$ cat config.mk
export PLATFORM = sky130hd
export DESIGN_NAME = generic_fifo_dc
export DESIGN_NICKNAME = d
export VERILOG_FILES = /design/src/rtl/generic_fifo_dc.sv
export SDC_FILE = /design/constraint.sdc
export NUM_CORES = 2
export LEC_CHECK = 0
export BUFFER_PORTS_ARGS = -buffer_cell sky130_fd_sc_hd__buf_2
export CAP_MARGIN = 20
export CORE_MARGIN = 2
export CORE_UTILIZATION = 35
export DETAILED_ROUTE_END_ITERATION = 16
export PLACE_DENSITY_LB_ADDON = 0.3
export RECOVER_POWER = 50
export SLEW_MARGIN = 15
export SYNTH_ARGS = -nofsm -noshare
export SYNTH_HDL_FRONTEND = slang
export SYNTH_SLANG_ARGS = --single-unit
$ cat constraint.sdc
create_clock -name clk -period 10.9 [get_ports clk]
set_input_delay 1.09 -clock clk [delete_from_list [all_inputs] [get_ports clk]]
set_output_delay 1.09 -clock clk [all_outputs]
set_load 0.02 [all_outputs]
$ cat src/rtl/generic_fifo_dc.sv
// generic_fifo_dc: single-clock FIFO, 2**aw x dw, registered read port.
// Exact full/empty, near-full/near-empty and a 2-bit coarse fill level.
//
// Ports:
//   clk      rising-edge clock
//   rst      async reset, active low
//   clr      sync clear, active high, beats we/re
//   din/we   write data and strobe (ignored while full)
//   dout/re  registered read data and strobe (ignored while empty)
//   full     count == DEPTH
//   empty    count == 0
//   full_n   count >= DEPTH-n
//   empty_n  count <= n
//   level    full ? 3 : count[aw-1:aw-2]
// Option GENERIC_FIFO_DC_ERR_EN adds sticky ovf/udf error flags.
module generic_fifo_dc #(
  parameter int dw = 8,
  parameter int aw = 8,
  parameter int n  = 9
) (
  input  logic          clk,
  input  logic          rst,
  input  logic          clr,
  input  logic [dw-1:0] din,
  input  logic          we,
  output logic [dw-1:0] dout,
  input  logic          re,
  output logic          full,
  output logic          empty,
  output logic          full_n,
  output logic          empty_n,
`ifdef GENERIC_FIFO_DC_ERR_EN
  output logic          ovf,
  output logic          udf,
`endif
  output logic [1:0]    level
);

  localparam int DEPTH = 1 << aw;

  localparam logic [aw:0]   CNT_FULL = (aw+1)'(DEPTH);
  localparam logic [aw:0]   CNT_NF   = (aw+1)'(DEPTH - n);
  localparam logic [aw:0]   CNT_NE   = (aw+1)'(n);
  localparam logic [aw:0]   CNT_ONE  = (aw+1)'(1);
  localparam logic [aw-1:0] PTR_ONE  = aw'(1);

  logic [aw-1:0] wp_q, wp_d;
  logic [aw-1:0] rp_q, rp_d;
  logic [aw:0]   cnt_q, cnt_d;
  logic [dw-1:0] dout_q, dout_d;
  logic [dw-1:0] mem_q [DEPTH];

  logic wr_ok;
  logic rd_ok;

  assign full    = (cnt_q == CNT_FULL);
  assign empty   = (cnt_q == '0);
  assign full_n  = (cnt_q >= CNT_NF);
  assign empty_n = (cnt_q <= CNT_NE);
  assign level   = full ? 2'b11 : cnt_q[aw-1:aw-2];
  assign dout    = dout_q;

  // clr suppresses both accesses so memory and dout stay put
  assign wr_ok = we & ~full & ~clr;
  assign rd_ok = re & ~empty & ~clr;

  always_comb begin
    wp_d   = wp_q;
    rp_d   = rp_q;
    cnt_d  = cnt_q;
    dout_d = dout_q;
    if (clr) begin
      wp_d  = '0;
      rp_d  = '0;
      cnt_d = '0;
    end else begin
      if (wr_ok) wp_d = wp_q + PTR_ONE;
      if (rd_ok) begin
        rp_d   = rp_q + PTR_ONE;
        dout_d = mem_q[rp_q];
      end
      unique case ({wr_ok, rd_ok})
        2'b10:   cnt_d = cnt_q + CNT_ONE;
        2'b01:   cnt_d = cnt_q - CNT_ONE;
        default: cnt_d = cnt_q;
      endcase
    end
  end

  always_ff @(posedge clk or negedge rst) begin
    if (!rst) begin
      wp_q   <= '0;
      rp_q   <= '0;
      cnt_q  <= '0;
      dout_q <= '0;
    end else begin
      wp_q   <= wp_d;
      rp_q   <= rp_d;
      cnt_q  <= cnt_d;
      dout_q <= dout_d;
    end
  end

  // storage has no reset so it can map onto RAM
  always_ff @(posedge clk) begin
    if (wr_ok) mem_q[wp_q] <= din;
  end

`ifdef GENERIC_FIFO_DC_ERR_EN
  logic ovf_q, ovf_d;
  logic udf_q, udf_d;

  always_comb begin
    ovf_d = ovf_q | (we & full);
    udf_d = udf_q | (re & empty);
    if (clr) begin
      ovf_d = 1'b0;
      udf_d = 1'b0;
    end
  end

  always_ff @(posedge clk or negedge rst) begin
    if (!rst) begin
      ovf_q <= 1'b0;
      udf_q <= 1'b0;
    end else begin
      ovf_q <= ovf_d;
      udf_q <= udf_d;
    end
  end

  assign ovf = ovf_q;
  assign udf = udf_q;
`endif

endmodule

==> impl_metrics.ini <==
[run_status]
status = complete, but fails checks
violations = max-capacitance violations, max-slew violations

[global_routing]
grt_pass1_wl_um = 317700
grt_pass1_vias = 40934
grt_max_degree = 126
antenna_found_initial = 7
grt_usage = 0.1876
globalRouteOverflowTotal = 0

[finish]
finalCoreUtilization = 0.3952
drive_gt1_frac = 0.2037
fin_area_sq_mm = 0.09182
multi_input_area_sq_mm = 0.01787
fill_cells = 20549
nets = 4115
area_growth_pct = 12.48
seqCellArea_sq_mm = 0.06234

[timing]
fin_crit_ns = 7.531
fmax_mhz = 132.8
setup_tns_ns = 0
max_slew_margin = -2.996
hold_viol_final = 0
worst_pin_slew_ns = 5.995
rsz0062_at_grt = false
skew_ns = 0.03365
slew_viol_final = 1453
min_period_over_period = 0.6909
setup_viol = 0

[detailed_routing]
dr.pass1.iters = 7
via_count = 40957
viasPerCell = 5.603
routedWlPerCell_um = 30.76
wl_um = 224800
dr.first_iter.drc_count = 4831
ant_nets = 0
post-route-drc-count = 0

[flow_run]
drv_cap = 18

[power]
total_power_mw = 19.19
cellLeakagePower_nw = 27.67
power_density_mw_per_mm2 = 209.0
vdd_drop_max_v = 0.0001655

[die]
start_util = 0.3514
fp-row-count = 177
fp.dieH_um = 487.0
core_sq_mm = 0.2323
ios = 27
die_w_um = 487.0
dieArea_sq_mm = 0.2371

[setup_path]
crit_end = mem_q[182][7]$_DFFE_PP_
rr_endpoint = dout[0]$_DFFE_PN0P_
worstSetupPathType = in -> reg
crit_top_cell = clkbuf_1
slowest_delay_ns = 3.64
worstSetupStartpointType = input pin
required_ns = 11.00
endpoint_kind = register
r2r_cells = 9
r2r_start = rp_q[2]$_DFFE_PN0P_
cp_data_arrival_time_ns = 7.63
crit_family = buffers and inverters
crit_path_max_fanout = 98
worstPathCellList = clkbuf_1, clkbuf_1
startpoint = din[7]
cp_num_cells = 2
rrSetupSlack_ns = 4.01
crit_path_top_delay_cell = clkbuf_1
crit_buf_inv = 2

[clock_network]
cts_hold_buf = 0
cts_tree = yes
clkLatencyLatePin_ns = 0.85
cts_resized = 0
cts_sinks = 2081
clk_pin_slew_ns = 0.06
root_buffer = clkbuf_16
cts_max_level = 4
cts_setup_buffers = 0
numCtsBuffers = 212
clockBufferDepth = 3

[logic_synthesis]
syn_area_sq_mm = 0.08163
synth_common_cells = 2048 x edfxtp_1, 429 x mux4_2, 303 x nor2_1
netlist_instances = 3998
async_flop_share = 0.01586
synthFlopType = edfxtp_1
synth.net_count = 4024
synth.area.top_cells = edfxtp_1 75%, mux4_2 12%, mux2i_1 2.8%, nor2_1 1.4%, dfrtp_1 1.0%
synthDistinctLibCells = 73
synth-seq-area-share = 0.7635
yosysWarnings = 0
synth_top_area_cell = edfxtp_1
yosys.cell_count.top_type = edfxtp_1
synth_top_area_share = 0.7533
synth_seq_cells = 2081
synth_edf_count = 2048
syn-mean-instance-area_sq_um = 20.42

[placement]
dp_hpwl_um = 132600
place.port_buffers = 26
dpl_cell_area_sq_mm = 0.08504
place_congestion = 0.8209

[hold_path]
min-delay-path-class = reg -> reg
state kept, by name, indices dropped and copies added, names as in the netlist:
name	cells
cnt_q	9
rp_q	8
wp_q	8
mem_q	2048
dout	8
power breakdown:
group / internal (mW) / switching [mW]
Sequential: 8.85 / 0.0990
Combinational: 1.27 / 1.69
Clock: 4.19 / 3.10
Total: 14.3 / 4.89
worst reg2reg max path, delay by kind of cell (launching register included):
| kind | cells | cell delay [ns] |
|---|---|---|
| flops | 1 | 0.72 |
| compound gates | 3 | 0.75 |
| simple gates | 2 | 1.35 |
| buf+inv | 3 | 3.33 |
| mux | 1 | 0.62 |
area by class of cell:
class | instances | area share
clock buffers | 274 | 0.06054
flip-flops and latches | 2081 | 0.6789
diodes | 1 | 0.00002725
well taps | 3043 | 0.04147
repair buffers | 115 | 0.008885
clock inverters | 117 | 0.01489
multi-input cells | 1666 | 0.1947
inverters | 13 | 0.0005723
kinds of logic (layout without fill, tap and decap cells):
group                    Yosys count  in the layout  share of synthesized area
other                              0              1                          0
multiplexers                     671            671                     0.1486
XOR/XNOR                          20             20                   0.002238
flip-flops                      2081           2081                     0.7635
buffers and inverters            251            519                    0.01891
AND/OR/NAND/NOR                  573            573                    0.03070
AO/OA/AOI/OAI                    389            389                    0.03400
adder cells (fa/ha/maj)           13             13                   0.002084
cell usage in the layout (no fill, tap or decap), drive strengths merged, types with 10 or more instances in the layout:
| master | instances |
|---|---|
| edfxtp | 2048 |
| mux4 | 431 |
| nor2 | 303 |
| clkbuf | 299 |
| mux2i | 228 |
| nand2 | 115 |
| buf | 90 |
| a21oi | 75 |
| clkinv | 70 |
| a22oi | 62 |
| o221ai | 39 |
| o21ai | 35 |
| o22ai | 33 |
| dfrtp | 33 |
| nor3 | 32 |
| nand3 | 32 |
| a221oi | 25 |
| inv | 25 |
| bufinv | 24 |
| a211oi | 19 |
| nor2b | 19 |
| a31oi | 18 |
| nand2b | 16 |
| a22o | 13 |
| mux2 | 12 |
| ha | 12 |
| o311ai | 12 |
| clkinvlp | 11 |
| xnor2 | 11 |
| a2111oi | 10 |
| nor4 | 10 |
layer usage:
layer  wire length [um]  track usage  vias to the layer above
met5                 13            0                        -
met4               7452      0.05883                        2
met3              15310      0.02885                      367
met2             108800       0.3044                     1687
met1              93290       0.2602                    22116
li1                   -            -                    16785
worst min-delay path by stage:
stage / from / to / slack [ns] / cells past startpoint
final: cnt_q[5]$_DFFE_PN0P_ / cnt_q[5]$_DFFE_PN0P_ / 0.55 / 2
after global routing: cnt_q[2]$_DFFE_PN0P_ / cnt_q[2]$_DFFE_PN0P_ / 0.60 / 2
after CTS: rst / cnt_q[7]$_DFFE_PN0P_ / 0.37 / 1
after detailed placement: cnt_q[5]$_DFFE_PN0P_ / cnt_q[5]$_DFFE_PN0P_ / 0.53 / 2
after global placement: cnt_q[5]$_DFFE_PN0P_ / cnt_q[5]$_DFFE_PN0P_ / 0.52 / 2
after floorplan: cnt_q[5]$_DFFE_PN0P_ / cnt_q[5]$_DFFE_PN0P_ / 0.49 / 2
stage by stage:
stage                     cells  setup slack (ns)  hold WS (ns)
after floorplan            3998             7.020        0.4906
after global placement     6914             5.605        0.5223
after detailed placement   6918             5.868        0.5308
after CTS                  7309             5.857        0.3689
after global routing       7310             3.088        0.5993
final                      7310             3.369        0.5499
Power figures use the tool's default switching activity.
